## src/rtl/internal_data_bus_reg.sv

```systemverilog
// internal_data_bus_reg: registered priority multiplexer for the internal data bus.
// Latency 1 cycle from SEL/IN to OUT/VALID/SRC; EN low (RDY stall) freezes all state.
// Optional macro BUS_CONTENTION_EN adds multi-driver detection (CONTENTION, CONT_COUNT, CLR_CONT).
module internal_data_bus_reg #(
  parameter int                 WIDTH     = 8,
  parameter int                 SOURCES   = 8,
  parameter int                 HOLD_MODE = 0,
  parameter logic [WIDTH-1:0]   PRECHARGE = {WIDTH{1'b1}},
  localparam int                SW        = (SOURCES > 2) ? $clog2(SOURCES) : 1
) (
  input  logic                       CLK,
  input  logic                       RST,
  input  logic                       EN,
  input  logic [SOURCES-1:0]         SEL,
  input  logic [SOURCES*WIDTH-1:0]   IN,
  output logic [WIDTH-1:0]           OUT,
  output logic                       VALID,
  output logic [SW-1:0]              SRC
`ifdef BUS_CONTENTION_EN
  ,
  input  logic                       CLR_CONT,
  output logic                       CONTENTION,
  output logic [7:0]                 CONT_COUNT
`endif
);

  // Winner of the current cycle's selection (combinational, never reaches outputs directly).
  logic             any_sel;
  logic [SW-1:0]    win_idx;
  logic [WIDTH-1:0] win_dat;

  // Priority encode: scanning upward lets the highest set bit overwrite lower ones,
  // which matches the existing bus priority order. Indices stay within 0..SOURCES-1
  // even when SOURCES is not a power of two.
  always_comb begin
    any_sel = 1'b0;
    win_idx = '0;
    win_dat = '0;
    for (int i = 0; i < SOURCES; i++) begin
      if (SEL[i]) begin
        any_sel = 1'b1;
        win_idx = SW'(i);
        win_dat = IN[i*WIDTH +: WIDTH];
      end
    end
  end

  // Bus register: load winner when driven, precharge or hold when idle, freeze on stall.
  always_ff @(posedge CLK or posedge RST) begin
    if (RST) begin
      OUT   <= PRECHARGE;
      VALID <= 1'b0;
      SRC   <= '0;
    end else if (EN) begin
      if (any_sel) begin
        OUT   <= win_dat;
        SRC   <= win_idx;
        VALID <= 1'b1;
      end else begin
        VALID <= 1'b0;
        if (HOLD_MODE == 0) begin
          OUT <= PRECHARGE;
        end
      end
    end
  end

`ifdef BUS_CONTENTION_EN
  // Two or more selects active: clearing the lowest set bit leaves something behind.
  logic multi_sel;

  // Contention detect without a full popcount adder tree.
  always_comb begin
    multi_sel = (SEL & (SEL - SOURCES'(1))) != '0;
  end

  // Sticky flag and saturating counter; clear has priority and ignores EN.
  always_ff @(posedge CLK or posedge RST) begin
    if (RST) begin
      CONTENTION <= 1'b0;
      CONT_COUNT <= 8'd0;
    end else if (CLR_CONT) begin
      CONTENTION <= 1'b0;
      CONT_COUNT <= 8'd0;
    end else if (EN && multi_sel) begin
      CONTENTION <= 1'b1;
      if (CONT_COUNT != 8'hFF) begin
        CONT_COUNT <= CONT_COUNT + 8'd1;
      end
    end
  end
`endif

endmodule
```

## config.mk

```make
export PLATFORM = sky130hd
export DESIGN_NAME = internal_data_bus_reg
export DESIGN_NICKNAME = d
export VERILOG_FILES = /design/src/rtl/internal_data_bus_reg.sv
export SDC_FILE = /design/constraint.sdc
export NUM_CORES = 1
export LEC_CHECK = 0
export BUFFER_PORTS_ARGS = -buffer_cell sky130_fd_sc_hd__buf_2
export CORE_MARGIN = 4
export CORE_UTILIZATION = 30
export CTS_BUF_LIST = sky130_fd_sc_hd__clkbuf_4 sky130_fd_sc_hd__clkbuf_8 sky130_fd_sc_hd__clkbuf_16
export CTS_CLUSTER_DIAMETER = 30
export CTS_CLUSTER_SIZE = 20
export DETAILED_ROUTE_END_ITERATION = 10
export HOLD_SLACK_MARGIN = 0.08
export SLEW_MARGIN = 10
export SYNTH_ARGS = -nofsm -noshare
export SYNTH_HDL_FRONTEND = slang
export SYNTH_SLANG_ARGS = --single-unit
```

## constraint.sdc

```tcl
create_clock -name CLK -period 1.7 [get_ports CLK]
set_input_delay 0.255 -clock CLK [delete_from_list [all_inputs] [get_ports CLK]]
set_output_delay 0.255 -clock CLK [all_outputs]
set_load 0.05 [all_outputs]
```

==> flow_metrics.env, run 1 <==
export IMPL_outcome="finished, final reports clean"
export IMPL_async_flop_share_pct=100.0
export IMPL_synth_top_flop_cell="dfstp_2"
export IMPL_wl_met1_mm=1.747
export IMPL_synth_edf_count=0
export IMPL_antenna_found_initial=0
export IMPL_floorplan_initialDensity_pct=31.83
export IMPL_timing_fmax_mhz=735.1
export IMPL_fin_crit_ps=1360
export IMPL_power_leakage_nw=0.8073
export IMPL_synth_area_mm2=0.001087
export IMPL_finalMaxSlewViolations=0
export IMPL_worstPathArrival_ps=1500
export IMPL_synthCells=135
export IMPL_cts_root_buf="clkbuf_4"
export IMPL_power_density_mw_per_mm2=633.9
export IMPL_drc=0
export IMPL_cts_max_level=1
export IMPL_finalHoldViolCount=0
export IMPL_fill_cells=365
export IMPL_r2r_setup_slack_ps=840
export IMPL_dr_wl_met2_mm=1.715
export IMPL_cts_buffers=3
export IMPL_timing_rr_end="OUT[0]"
export IMPL_fin_setup_tns_ps=0
export IMPL_critical_path_class="in2reg"
export IMPL_core_area_mm2=0.003416
export IMPL_crit_fanout=9
export IMPL_cts_tree="done"
export IMPL_syn_to_final_growth_pct=50.29
export IMPL_grt_pass1_wl_mm=5.485
export IMPL_rsz0062_at_grt="false"
export IMPL_ir_worst_vdd_mv=0.1861
export IMPL_cp_endpoint="SRC[1]"
export IMPL_firstDrtPassIters=4
export IMPL_synth_seq_area_share_pct=28.54
export IMPL_crit_start="SEL[3]"
export IMPL_synth_common_cells="29 x a21oi_1, 12 x o22ai_1, 8 x dfstp_2"
export IMPL_cts_resized=0
export IMPL_hpwlAfterDp_mm=3.147
export IMPL_yosysMostFrequentCell="a21oi_1"
export IMPL_slew_headroom_pct=70.03
export IMPL_tightest_slew_ps=446.6
export IMPL_core_rowCount=21
export IMPL_r2r_start="OUT[0]"
export IMPL_setup_viol=0
export IMPL_cap_viol_max_count=0
export IMPL_finalClockSkew_ps=0
export IMPL_fin_nets=301
export IMPL_gp_congestion=0.7408
export IMPL_power_mw=1.036
export IMPL_clockBufferDepth=2
export IMPL_highest_layer="met4"
export IMPL_antenna_cells=0
export IMPL_path_clk_slew_ps=70
export IMPL_drtAntennaViolNets=0
export IMPL_yosysUniqueCellTypes=31
export IMPL_dieArea_mm2=0.004651
export IMPL_io_buffers=86
export IMPL_yosysTopAreaCell="dfstp_2"
export IMPL_grt_remaining_overflow=0
export IMPL_synth_top_area_share_pct=19.33
export IMPL_insertion_delay_ps=270
export IMPL_die_w_um=68.20
export IMPL_grt_pass1_vias=1180
export IMPL_via_count=1387
export IMPL_grt_max_degree=21
export IMPL_dieHeight_um=68.20
export IMPL_yosys_warnings=0
export IMPL_synth_area_top_cells="dfstp_2 19%, a21oi_1 13%, dfrtp_1 9.2%, o22ai_1 6.9%, a22o_1 5.6%"
export IMPL_io_pins=87
export IMPL_yosys_register_bits=12
export IMPL_r2r_cells=2
export IMPL_critPathRequiredTime_ps=1840
export IMPL_syn_nets=210
export IMPL_wl_per_cell_um=14.00
export IMPL_syn_area_per_cell_um2=8.054
export IMPL_start_kind="input pin"
export IMPL_final_layout_size_suffix_gt1_share_pct=50.22
export IMPL_met3WireLength_um=300
export IMPL_clock_sinks=12
export IMPL_vias_per_cell=5.118
export IMPL_fin_crit_sh_pct=80.03
export IMPL_drt_iter0_drc=80
export IMPL_grt_usage_pct=15.64
export IMPL_timing_hold_ws_ps=265.4
export IMPL_crit_path_end_kind="flip-flop"
export IMPL_drt_wl_total_mm=3.795
export IMPL_hold_class="in2reg"
-- worst max-delay path: stages --
cell,delay (ps)
buf_2,100
or4_1,590
o21a_1,330
nor2_1,180
a31oi_2,40
-- through the flow --
stage          instance area, um^2  utilization (%)  setup slack [ps]  std cells
2_1_floorplan                 1087                -             222.0        135
3_3_place_gp                  1588            46.48             92.75        266
3_5_place_dp                  1588            46.48             59.17        266
4_1_cts                       1634            47.84             350.5        271
5_1_grt                       1634            47.84             310.9        271
6_report                      1634            47.84             339.6        271
-- timing repair --
item	4_1_cts	5_1_grt
hold endpoints to repair	4	0
hold buffers	1	0
setup endpoints to repair	0	0
setup buffers	0	0
-- layer usage --
metal | track usage [%] | vias up
li1 | - | 707
met1 | 23.36 | 610
met2 | 22.38 | 68
met3 | 2.135 | 2
met4 | 5.955 | 0
met5 | 0 | -
-- final cells by class --
cell class / instances / area, um^2 / area share [%]
Tap cell: 46 / 57.56 / 3.522
Multi-Input combinational cell: 107 / 699.4 / 42.80
Clock buffer: 4 / 36.28 / 2.221
Timing Repair Buffer: 96 / 508.0 / 31.09
Inverter: 6 / 22.52 / 1.378
Sequential cell: 12 / 310.3 / 18.99
-- cell usage in the layout, fill, tap and decap left out, types with 2 or more instances in the layout --
cell type	synthesis	routed
a31oi_1	5	5
a21oi_1	29	29
or2_2	2	2
a31oi_2	2	2
inv_1	6	6
a22o_1	7	7
clkbuf_4	0	3
and3b_1	6	6
dfrtp_1	4	4
a211o_1	6	6
nand3b_1	4	4
o21ai_0	2	2
buf_4	0	9
buf_2	2	86
o22ai_1	12	12
nand2_1	5	5
o21ai_1	2	2
dfstp_2	8	8
o31ai_1	4	4
nor2_1	6	6
nor2b_1	4	4
a2111oi_0	2	2
-- logic make-up after synthesis --
logic type             after synthesis  share of synthesized area, %
AOI/OAI and AO/OA                   73                         43.50
DFF                                 12                         28.54
and+or+nand+nor                     34                         20.83
buffers and inverters               16                         7.134
-- flip-flops by register name, summed over array words and instances, names as in the netlist --
register  flops
VALID         1
OUT           8
SRC           3
-- how the worst min path moves through the flow --
stage            from  endpoint  slack, ps  cells past startpoint
2_1_floorplan     RST    SRC[0]        110                      1
3_5_place_dp      RST    SRC[0]        280                      2
5_1_grt        IN[60]    OUT[4]        280                      3
3_3_place_gp      RST    SRC[0]        280                      2
4_1_cts        IN[60]    OUT[4]        260                      3
6_report       IN[60]    OUT[4]        270                      3
-- power by group --
part           switching [mW]  internal, mW
Clock                  0.0973         0.130
Combinational           0.275         0.177
Sequential             0.0187         0.338
No activity file was read; power rests on OpenSTA's default activity.
==> run 2, diff against run 1 <==
Settings changed: PLACE_DENSITY set to 0.67.
Clock period 1.7 ns to 1.14 ns, I/O delays scaled along.
==> run 2 against run 1 <==
  * The flow now finishes with violations (negative setup slack)
  * Flip-flop and latch count unchanged
  * Routed wire length increased by 14%
  * Largest power group unchanged
  * Register-to-register slack got worse by 630 ps
  * Clock power increased by 29%
  * Largest cell class unchanged
  * Utilization increased by 8.3 points
  * Highest routed layer unchanged
  * Clock skew unchanged
  * Critical endpoint is now OUT[5]
==> flow_metrics.env, run 2 (synthesis results as in run 1) <==
export IMPL_outcome="finished, violations left"
export IMPL_violations="negative setup slack"
export IMPL_vias_per_cell=5.248
export IMPL_power_switching_share_pct=37.40
export IMPL_path_buf_inv=1
export IMPL_timing_hold_ws_ps=188.7
export IMPL_seqCellArea_um2=310.3
export IMPL_firstDrtPassIters=4
export IMPL_p_clk_share_pct=17.3
export IMPL_setup_viol=6
export IMPL_cts_tree="done"
export IMPL_grt_usage_pct=19.28
export IMPL_worstPathArrival_ps=980
export IMPL_path_delay_family="flip-flops"
export IMPL_grt_remaining_overflow=0
export IMPL_dieArea_mm2=0.004651
export IMPL_path_clk_slew_ps=80
export IMPL_antenna_cells=0
export IMPL_slew_headroom_pct=69.69
export IMPL_top_register="OUT"
export IMPL_power_density_mw_per_mm2=883.9
export IMPL_drt_iter0_drc=41
export IMPL_floorplan_initialDensity_pct=31.83
export IMPL_core_rowCount=21
export IMPL_slowest_delay_ps=560
export IMPL_insertion_delay_ps=260
export IMPL_syn_to_final_growth_pct=76.41
export IMPL_cts_root_buf="clkbuf_4"
export IMPL_power_leakage_nw=0.9091
export IMPL_multi_input_area_um2=802.0
export IMPL_gp_congestion=0.8052
export IMPL_antenna_found_initial=0
export IMPL_critPathRequiredTime_ps=970
export IMPL_start_kind="flip-flop"
export IMPL_via_count=1480
export IMPL_clockBufferDepth=2
export IMPL_tightest_slew_ps=454.1
export IMPL_final_cell_mix="74 x buf_2, 25 x a21oi_1, 17 x buf_4, 12 x o22ai_1"
export IMPL_wl_per_cell_um=15.37
export IMPL_p_comb_share_pct=50.1
export IMPL_cp_cell_sequence="buf_8"
export IMPL_crit_fanout=2
export IMPL_fin_util_pct=56.15
export IMPL_clock_sinks=12
export IMPL_hold_class="in2reg"
export IMPL_finalMaxSlewViolations=0
export IMPL_fin_nets=312
export IMPL_critical_path_class="reg2out"
export IMPL_io_buffers=86
export IMPL_seq_power_share_pct=32.6
export IMPL_grt_max_degree=21
export IMPL_dieHeight_um=68.20
export IMPL_finalClockSkew_ps=0
export IMPL_power_mw=1.695
export IMPL_preCtsSetupSlack_ps=-375.1
export IMPL_cts_buffers=3
export IMPL_cts_max_level=1
export IMPL_placed_area_mm2=0.001668
export IMPL_crit_path_end_kind="output pin"
export IMPL_crit_slowest_cell="dfstp_2"
export IMPL_fin_ws_ps=-9.378
export IMPL_finalHoldViolCount=0
export IMPL_timing_fmax_mhz=870.0
export IMPL_drt_wl_total_mm=4.335
export IMPL_fin_crit_sh_pct=100.8
export IMPL_die_w_um=68.20
export IMPL_p_switching_uw=634.1
export IMPL_fill_cells=332
export IMPL_drtAntennaViolNets=0
export IMPL_hpwlAfterDp_mm=3.452
export IMPL_final_common_cell="buf_2"
export IMPL_largest_reg_flops=8
export IMPL_drc=0
export IMPL_final_layout_size_suffix_gt1_share_pct=58.47
export IMPL_ir_worst_vdd_mv=0.3242
export IMPL_grt_pass1_vias=1469
export IMPL_core_area_mm2=0.003416
export IMPL_reg_top3="OUT x8, SRC x3, VALID x1"
export IMPL_final_design_area_no_fill_mm2=0.001918
export IMPL_rsz0062_at_grt="true"
export IMPL_cap_viol_max_count=0
export IMPL_fin_crit_ps=1149
export IMPL_io_pins=87
export IMPL_grt_pass1_wl_mm=6.824
export IMPL_p_int_mw=1.061
[run 2: cell count changes in the layout (fill, tap and decap cells not counted), moves of 2 or more]
cell       change
a2111oi_0      -2
a21oi_1        -4
a21oi_2        +4
buf_2         -12
buf_4          +8
buf_6          +6
buf_8          +8
nor2_1         -2
nor2b_1        -2
nor2b_2        +2
[run 2: worst paths after layout]
check / from / to / slack, ps / cells past startpoint
max: OUT[5] / OUT[5] / -9 / 1
min: IN[60] / OUT[4] / 190 / 3
max reg2reg: OUT[0] / OUT[0] / 210 / 3
min reg2reg: OUT[4] / OUT[4] / 510 / 2
max in group asynchronous: RST / OUT[3] / 350 / 3
min in group asynchronous: RST / VALID / 450 / 3
[run 2: area by class of cell]
type,count,area share (%)
Clock buffer,4,1.566
Inverter,6,1.174
Timing Repair Buffer,106,36.27
Tap cell,46,3.001
Sequential cell,12,16.18
Multi-Input combinational cell,108,41.81
[run 2: per-stage QoR]
step	cells	setup TNS [ps]
2_1_floorplan	135	-880.2
3_5_place_dp	274	-3370
5_1_grt	282	-383.6
4_1_cts	280	-57.58
3_3_place_gp	274	-3258
6_report	282	-25.90
[run 2: power groups by stage]
stage / Combinational [mW] / Sequential [mW] / Clock (mW)
2_1_floorplan: 0.251 / 0.722 / 0
6_report: 0.850 / 0.552 / 0.293
5_1_grt: 0.911 / 0.559 / 0.327
3_5_place_dp: 0.707 / 0.542 / 0
3_3_place_gp: 0.702 / 0.539 / 0
4_1_cts: 0.800 / 0.551 / 0.302
[run 2: routing by layer]
layer / up-vias / track usage (%) / routed length (um) / share of wire [%]
met5: - / 0 / 0 / 0
met4: 0 / 5.955 / 36 / 0.83
met3: 2 / 4.105 / 352 / 8.1
met2: 68 / 30.08 / 2048 / 47
met1: 672 / 26.42 / 1897 / 44
li1: 738 / - / - / -
[run 2: timing repair]
item                                   in CTS  in global routing
gates cloned                                0                  1
setup buffers                               1                  1
hold buffers                                1                  0
pin swaps                                   6                 14
resized for setup                          29                 23
setup endpoints to repair                  17                 18
endpoints found under the hold margin       4                  0
